--- src/rtl/freq_counter_pkg.sv ---
// Shared types and character codes for the frequency-counter display path.
package freq_counter_pkg;
  localparam logic [3:0] CHAR_BLANK   = 4'hF;
  localparam logic [3:0] CHAR_INVALID = 4'hE;

  typedef logic [3:0] bcd_digit_t;

  typedef enum logic {IDLE, SEND} reader_state_t;
endpackage

--- src/rtl/bcd_digit_reader_if.sv ---
// Character stream from the BCD reader to the OLED text renderer (valid/ready).
interface bcd_digit_reader_if;
  import freq_counter_pkg::*;

  logic       char_valid_out;
  logic       char_ready_in;
  bcd_digit_t char_code_out;
  logic       char_last_out;

  modport master (output char_valid_out, char_code_out, char_last_out,
                  input  char_ready_in);
  modport slave  (input  char_valid_out, char_code_out, char_last_out,
                  output char_ready_in);
endinterface

--- src/rtl/bcd_digit_reader_blank_mask.sv ---
// Leading-zero blank vector: a digit is blanked when it and all higher digits
// are zero; digit 0 is never blanked and any non-zero code (incl. >9) stops blanking.
module bcd_blank_mask #(
  parameter int DIGITS = 8
) (
  input  logic [4*DIGITS-1:0] bcd_in,
  output logic [DIGITS-1:0]   blank_out
);
  logic zero_run;

  always_comb begin
    blank_out = '0;
    zero_run  = 1'b1;
    for (int i = DIGITS - 1; i >= 0; i--) begin
      zero_run     = zero_run & (bcd_in[4*i +: 4] == 4'd0);
      blank_out[i] = zero_run & (i != 0);
    end
  end
endmodule

--- src/rtl/bcd_digit_reader.sv ---
// Snapshots a packed BCD word on start and streams it MSD first, one code per handshake.
// Leading-zero blanking is built only when BCD_READER_LEADING_ZERO_BLANK_EN is defined.
module bcd_digit_reader
  import freq_counter_pkg::*;
#(
  parameter int DIGITS = 8
) (
  input  logic                clk_in,
  input  logic                reset_in,
  input  logic                start_in,
  input  logic [4*DIGITS-1:0] bcd_in,
  output logic                busy_out,
  output logic                error_out,
  bcd_digit_reader_if.master  char_if
);
  localparam int IDX_W = (DIGITS > 1) ? $clog2(DIGITS) : 1;

  reader_state_t      state_q, state_d;
  logic [IDX_W-1:0]   idx_q, idx_dec;
  logic [4*DIGITS-1:0] snap_q;
  bcd_digit_t         code_q;
  logic               last_q;
  logic               error_q;
  logic               load, adv;
  bcd_digit_t         digit_first, digit_next;
  logic               blank_first, blank_next;

  function automatic bcd_digit_t char_code(input bcd_digit_t d, input logic blank);
    if (d > 4'd9) return CHAR_INVALID;
    if (blank)    return CHAR_BLANK;
    return d;
  endfunction

  assign idx_dec     = idx_q - IDX_W'(1);
  assign digit_first = bcd_in[4*(DIGITS-1) +: 4];
  assign digit_next  = snap_q[4*idx_dec +: 4];

`ifdef BCD_READER_LEADING_ZERO_BLANK_EN
  logic [DIGITS-1:0] mask_w, mask_q;

  bcd_blank_mask #(.DIGITS(DIGITS)) u_blank_mask (
    .bcd_in    (bcd_in),
    .blank_out (mask_w)
  );

  always_ff @(posedge clk_in) begin
    if (load) mask_q <= mask_w;
  end

  assign blank_first = mask_w[DIGITS-1];
  assign blank_next  = mask_q[idx_dec];
`else
  assign blank_first = 1'b0;
  assign blank_next  = 1'b0;
`endif

  always_comb begin
    state_d = state_q;
    load    = 1'b0;
    adv     = 1'b0;
    case (state_q)
      IDLE: begin
        if (start_in) begin
          state_d = SEND;
          load    = 1'b1;
        end
      end
      SEND: begin
        if (char_if.char_ready_in) begin
          if (idx_q == '0) state_d = IDLE;
          else             adv     = 1'b1;
        end
      end
      default: state_d = IDLE;
    endcase
  end

  // Stage p0: control and registered character outputs
  always_ff @(posedge clk_in) begin
    if (reset_in) begin
      state_q <= IDLE;
      code_q  <= '0;
      last_q  <= 1'b0;
      error_q <= 1'b0;
    end else begin
      state_q <= state_d;
      if (load) begin
        code_q  <= char_code(digit_first, blank_first);
        last_q  <= (DIGITS == 1);
        error_q <= 1'b0;
      end else begin
        if (adv) begin
          code_q <= char_code(digit_next, blank_next);
          last_q <= (idx_dec == '0);
        end
        // Flag lands the cycle after an invalid code is on the output.
        if (state_q == SEND && code_q == CHAR_INVALID) error_q <= 1'b1;
      end
    end
  end

  // Snapshot and digit index; state_q alone decides whether they are live
  always_ff @(posedge clk_in) begin
    if (load) begin
      snap_q <= bcd_in;
      idx_q  <= IDX_W'(DIGITS - 1);
    end else if (adv) begin
      idx_q  <= idx_dec;
    end
  end

  assign busy_out               = (state_q == SEND);
  assign error_out              = error_q;
  assign char_if.char_valid_out = (state_q == SEND);
  assign char_if.char_code_out  = code_q;
  assign char_if.char_last_out  = last_q;
endmodule

--- src/flat_wrapper.sv ---
// flat-port wrapper written by rule: the top's interface ports become plain ports
module bcd_digit_reader_flat import freq_counter_pkg::*;
#(
  parameter int DIGITS = 8
)
  (clk_in, reset_in, start_in, bcd_in, busy_out, error_out, char_if_char_valid_out, char_if_char_code_out, char_if_char_last_out, char_if_char_ready_in);
  bcd_digit_reader_if char_if_i ();
  input  logic clk_in;
  input  logic reset_in;
  input  logic start_in;
  input  logic [4*DIGITS-1:0] bcd_in;
  output logic busy_out;
  output logic error_out;
  output wire logic [$bits(char_if_i.char_valid_out)-1:0] char_if_char_valid_out;
  output wire logic [$bits(char_if_i.char_code_out)-1:0] char_if_char_code_out;
  output wire logic [$bits(char_if_i.char_last_out)-1:0] char_if_char_last_out;
  input wire logic [$bits(char_if_i.char_ready_in)-1:0] char_if_char_ready_in;
  assign char_if_char_valid_out = char_if_i.char_valid_out;
  assign char_if_char_code_out = char_if_i.char_code_out;
  assign char_if_char_last_out = char_if_i.char_last_out;
  assign char_if_i.char_ready_in = char_if_char_ready_in;
  bcd_digit_reader #(.DIGITS(DIGITS)) u_core (.clk_in(clk_in), .reset_in(reset_in), .start_in(start_in), .bcd_in(bcd_in), .busy_out(busy_out), .error_out(error_out), .char_if(char_if_i));
endmodule
--- config.mk ---
export PLATFORM = sky130hd
export DESIGN_NAME = bcd_digit_reader_flat
export DESIGN_NICKNAME = d
export VERILOG_FILES = /design/src/rtl/freq_counter_pkg.sv /design/src/rtl/bcd_digit_reader_if.sv /design/src/rtl/bcd_digit_reader_blank_mask.sv /design/src/rtl/bcd_digit_reader.sv /design/src/flat_wrapper.sv
export SDC_FILE = /design/constraint.sdc
export NUM_CORES = 1
export LEC_CHECK = 0
export BUFFER_PORTS_ARGS = -buffer_cell sky130_fd_sc_hd__buf_2
export CAP_MARGIN = 40
export CORE_MARGIN = 8
export CORE_UTILIZATION = 52
export CTS_CLUSTER_DIAMETER = 40
export CTS_CLUSTER_SIZE = 24
export DETAILED_ROUTE_END_ITERATION = 8
export PLACE_DENSITY = 0.78
export SETUP_SLACK_MARGIN = 0.3
export SLEW_MARGIN = 10
export SYNTH_ARGS = -nofsm -noshare
export SYNTH_HDL_FRONTEND = slang
export SYNTH_SLANG_ARGS = --single-unit
export TNS_END_PERCENT = 50
--- constraint.sdc ---
create_clock -name clk_in -period 3.5 [get_ports clk_in]
set_clock_uncertainty 0.1 [all_clocks]
set_input_delay 0.175 -clock clk_in [delete_from_list [all_inputs] [get_ports clk_in]]
set_output_delay 0.175 -clock clk_in [all_outputs]
set_load 0.01 [all_outputs]
==> results of run 1 <==
[tightest hold or removal path, cell delays in order]
cell and delay (ns):
buf_2 0.08, nand2_1 0.11, o22ai_1 0.13, nor2_1 0.05
[through the flow]
stage          instances  hold slack (ns)  total power, mW  setup WS [ns]  instance area (um2)
2_1_floorplan        118            0.144            0.805          0.907                 1800
3_3_place_gp         204            0.251            0.846          0.606                 2040
3_5_place_dp         204            0.253            0.854          0.505                 2040
4_1_cts              246            0.112             1.27          0.485                 2480
5_1_grt              246            0.173             1.31          0.361                 2480
6_report             246            0.125             1.26          0.496                 2480
[layer usage]
metal / track usage (%) / routed length, um / vias to the layer above
met2: 27.9 / 2110 / 36
met1: 18.0 / 1630 / 607
met3: 5.73 / 244 / 5
li1: - / - / 617
met5: 0 / 0 / -
met4: 5.22 / 52 / 0
[flip-flops by register name, indices dropped and copies added (netlist names)]
name / flops
u_core.snap_q: 32
u_core.busy_out: 1
u_core.error_out: 1
u_core.char_if.char_last_out: 1
u_core.idx_q: 3
u_core.char_if.char_code_out: 4
[cells by family (layout without fill, tap and decap cells)]
| group | Yosys count | in the layout | share of synthesized area [%] |
|---|---|---|---|
| DFF | 42 | 42 | 64.5 |
| AOI/OAI and AO/OA | 24 | 24 | 8.83 |
| and+or+nand+nor | 21 | 21 | 5.22 |
| muxes | 18 | 18 | 15.4 |
| buffers and inverters | 9 | 91 | 3.41 |
| adders and majority gates | 3 | 3 | 2.09 |
| xor gates and xnor gates | 1 | 1 | 0.487 |
[power by group through the flow]
| stage | combinational [mW] | sequential, mW | clock (mW) |
|---|---|---|---|
| 3_5_place_dp | 0.243 | 0.611 | 0 |
| 6_report | 0.273 | 0.600 | 0.390 |
| 2_1_floorplan | 0.196 | 0.609 | 0 |
| 3_3_place_gp | 0.236 | 0.610 | 0 |
| 5_1_grt | 0.294 | 0.605 | 0.414 |
| 4_1_cts | 0.273 | 0.600 | 0.393 |
[layout make-up]
cell class                 instances  area, um2
clock buffer                       5       37.5
clock inverter                     3       68.8
fill                             229        853
inverter                           5       18.8
multi-input combinational         67        577
sequential                        42       1160
tap                               46       57.6
timing repair buffer              78        563
[cell usage in the layout (no fill, tap or decap), types with 3 or more instances in the layout]
cell type and count:
mux4_2 3, o21ai_0 7, inv_1 4, a21oi_1 7
ha_1 3, buf_2 43, edfxtp_1 32, dlygate4sd3_1 34
mux2_2 10, nor2_1 6, dfxtp_1 10, mux2_4 3
clkbuf_4 5, nand2_1 7
[final timing paths]
kind / from / to / cells after the start
setup / recovery: u_core.idx_q[0] / u_core.char_if.char_code_out[0] / 6
hold / removal: char_if_char_ready_in / u_core.busy_out / 4
setup reg to reg: u_core.idx_q[0] / u_core.char_if.char_code_out[0] / 6
hold reg to reg: u_core.error_out / u_core.error_out / 2
[timing repair]
item                                   4_1_cts  5_1_grt
buffers inserted                             0        0
hold buffers                                34        0
endpoints found under the hold margin       37        0
gates resized for setup                      0        0
==> impl_metrics.toml, run 1 <==
[synth]
synth.most_common_cell = "edfxtp_1"
synthCells = 118
synth_commonest_cells = "edfxtp_1, dfxtp_1, mux2_2"
seq_area_frac_synth_pct = 64.5
synth_edf_count = 32
synth_top_area_share_pct = 53.4
syn_nets = 157
yosys_warnings = 0
synth_top_cell_by_area = "edfxtp_1"
synthTopCellsByArea = "edfxtp_1, dfxtp_1, mux2_2, mux4_2, mux4_1"
ys_ff_latch = 42
yosysUniqueCellTypes = 31
async_reset_ff_share_pct = 0
ys_dominant_reg_cell = "edfxtp_1"
synthesis.area_um2 = 1800
post_synth.cell_area_avg_um2 = 15.2

[final_layout]
nets = 238
drive_gt1_share_pct = 35.0
post-route-util_pct = 74.4
diodes = 0
area_growth_pct = 38.0

[worst_setup_path]
critPathKind = "reg -> reg"
critPathMaxFanout = 15
arrival_ns = 3.17
rrSetupSlack_ns = 0.50
worstSetupEndpointType = "flop"
critPathSlowestCell = "ha_1"
cpLargestDelayFamily = "multiplexers"
crit_path_max_incr_delay_ns = 0.69
critPathBufInv = 1
critPathLaunchType = "flop"
worstPathCellList = "inv_2 -> ha_1 -> mux2_2 -> mux4_2 -> o2111a_1 -> a2111oi_2"
cp.required_ns = 3.66

[clock_network]
clk_path_buf_depth = 2
clock_sinks = 42
cts_buffers = 5
cts_tree = "built"
clock-root-buffer = "clkbuf_4"
cts.htree.levels = 2
cts.clk_slew.worst_paths_ns = 0.13
clock_latency_ns = 0.36

[routing]
drt_iter0_drc = 105
routed_wirelength_um = 4040
drc_errors = 0
post_drt_wl_per_cell_um = 16.4
vias = 1265
final_antenna_net_count = 0
avgViaCountPerCell = 5.14
firstDrtPassIters = 4

[global_routing]
grt_max_degree = 27
track_usage_pct = 16.2
grt_overflow = 0
grt_pass1_vias = 1378
grt_pass1_wl_um = 6630
antenna_found_initial = 0

[floorplan]
core_um2 = 3340
die_h_um = 74.8
start_util_pct = 53.9
io_pins = 44
dieWidth_um = 74.8
row_count = 21
die_area_um2 = 5600

[job]
maxCapViolCount = 0

[power_and_ir_drop]
pwr-share-comb_pct = 21.6
switching_share_pct = 24.7
seq_power_share_pct = 47.5
pwr-share-clk_pct = 30.9
switchingPower_uw = 312
power_density_nw_per_um2 = 509
p_leak_nw = 0.995
peakVddDrop_mv = 0.294
p_int_uw = 951

[run_status]
outcome = "completed"

[place]
port_buffers = 43
hpwlAfterDp_um = 2600
gp_congestion = 0.897

[min_path]
hold_path_class = "in -> reg"

[timing]
worstMarginPinSlew_ns = 0.587
slew_viol_final = 0
clock.fmax_mhz = 333
finalSetupTns_ns = 0
period_needed_ns = 3.00
setup_viol = 0
hold_viol = 0
relSlewSlack_pct = 60.8
grt_setup_unrepaired = "no"
fin_crit_sh_pct = 85.8
Power figures use the tool's default switching activity.
==> run 2, diff against run 1 <==
- CORE_UTILIZATION: 52 -> 56
- PLACE_DENSITY: 0.78 -> 0.83
- clock period: 3.5 -> 3.6 ns (I/O delays scaled with it)
==> run 2 against run 1 <==
Non-clock buffer count unchanged. Sequential share of layout area rose by 1.1 points. Utilization up 5.1 points. Die area decreased by 5.6%. Sequential power is 3% lower. Clock power fell by 44%. Worst hold slack better by 0.041 ns. Via count is 4.2% higher. Register-to-register slack improved by 0.08 ns. Combinational power is 2% lower. Largest cell class unchanged.
==> impl_metrics.toml, run 2 (synthesis results as in run 1) <==
[min_path]
hold_path_class = "in -> reg"
hp-start = "char_if_char_ready_in"
hold_depth = 4

[worst_setup_path]
critPathKind = "reg -> reg"
critPathMaxFanout = 15
critPathLaunchType = "flop"
arrival_ns = 3.17
cp.required_ns = 3.75
worst-r2r-cell-count = 6
reg2reg_from = "u_core.idx_q[0]"
worstSetupEndpointType = "flop"
crit_start = "u_core.idx_q[0]"

[job]
maxCapViolCount = 0

[clock_network]
clock_latency_ns = 0.35
cts_setup_buffers = 0
clk_path_buf_depth = 2
cts.clk_slew.worst_paths_ns = 0.11
ctsResizeCount = 0
cts_tree = "built"
cts.htree.levels = 2
cts_buffers = 5
clock-root-buffer = "clkbuf_4"
clock_sinks = 42

[power_and_ir_drop]
p_leak_nw = 0.966
p_int_uw = 785
switchingPower_uw = 286
switching_share_pct = 26.7
power_density_nw_per_um2 = 441
pwr-share-clk_pct = 20.4
pwr-share-comb_pct = 25.0
peakVddDrop_mv = 0.268
seq_power_share_pct = 54.6

[timing]
setup_viol = 0
finalSetupTns_ns = 0
hold_viol = 0
period_needed_ns = 3.02
fin_crit_sh_pct = 84.0
relSlewSlack_pct = 39.2
grt_setup_unrepaired = "no"
clock.fmax_mhz = 331
worstMarginPinSlew_ns = 0.911
slew_viol_final = 0

[floorplan]
core_um2 = 3050
start_util_pct = 58.9
die_h_um = 72.7
row_count = 20
dieWidth_um = 72.7
io_pins = 44
die_area_um2 = 5280

[global_routing]
track_usage_pct = 16.2
grt_pass1_vias = 1376
grt_overflow = 0
grt_max_degree = 28
antenna_found_initial = 0
grt_pass1_wl_um = 6530

[place]
dp.cells = 202
hpwlAfterDp_um = 2530
gp_congestion = 0.873
port_buffers = 43

[routing]
post_drt_wl_per_cell_um = 16.8
avgViaCountPerCell = 5.40
drt_iter0_drc = 132
firstDrtPassIters = 4
routed_wirelength_um = 4090
final_antenna_net_count = 0
drc_errors = 0
vias = 1318

[final_layout]
drive_gt1_share_pct = 34.0
nets = 238
area_growth_pct = 34.9
largest_register = "u_core.snap_q"
largest_reg_flops = 32
finalNonFillerCells = 244
final_common_cell = "buf_2"
diodes = 0
fillers = 171
final_cell_mix = "buf_2, dlygate4sd3_1, edfxtp_1"

[run_status]
outcome = "completed"
-- run 2: power by group through the flow --
stage,combinational (mW),clock (mW),sequential [mW]
after floorplan,0.191,0,0.592
after global placement,0.225,0,0.593
after detailed placement,0.236,0,0.594
after CTS,0.265,0.227,0.583
after global routing,0.293,0.240,0.589
final,0.268,0.219,0.584
-- run 2: final cells by class --
class	instances	area [um2]	area share, %
clock buffers	7	45.0	1.86
clock inverters	1	7.51	0.309
inverters	5	18.8	0.773
multi-input cells	67	577	23.8
flip-flops and latches	42	1160	47.8
well taps	44	55.1	2.27
repair buffers	78	563	23.2
-- run 2: stage by stage --
stage	setup WS, ns	instance area [um2]	util [%]	hold slack [ns]	total power, mW
floorplan	1.01	1800	-	0.149	0.783
global placement	0.743	2030	66.6	0.257	0.819
detailed placement	0.574	2030	66.6	0.258	0.830
CTS	0.566	2430	79.5	0.132	1.08
global route	0.343	2430	79.5	0.234	1.12
finish	0.577	2430	79.5	0.166	1.07
-- run 2: routing by layer --
| metal | track usage [%] | part of all wire (%) |
|---|---|---|
| met2 | 27.4 | 54 |
| met4 | 8.44 | 0 |
| met3 | 5.63 | 7.7 |
| met5 | 0 | 0 |
| met1 | 17.5 | 38 |
-- run 2: repair_timing --
item / CTS / global route
setup endpoints to repair: 0 / 0
endpoints found under the hold margin: 37 / 0
hold buffers: 34 / 0
-- run 2: critical path: stages, from the launching register on --
cell       delay, ns
dfxtp_1         0.47
inv_2           0.13
ha_1            0.71
mux2_2          0.42
mux4_2          0.50
o2111a_1        0.28
a2111oi_2       0.31
-- run 2: path summary, 6_finish.rpt --
check                                                  endpoint  slack [ns]
worst max-delay path            u_core.char_if.char_code_out[0]        0.58
worst min-delay path                            u_core.idx_q[2]        0.17
worst max register to register  u_core.char_if.char_code_out[0]        0.58
worst min register to register                 u_core.error_out        0.42
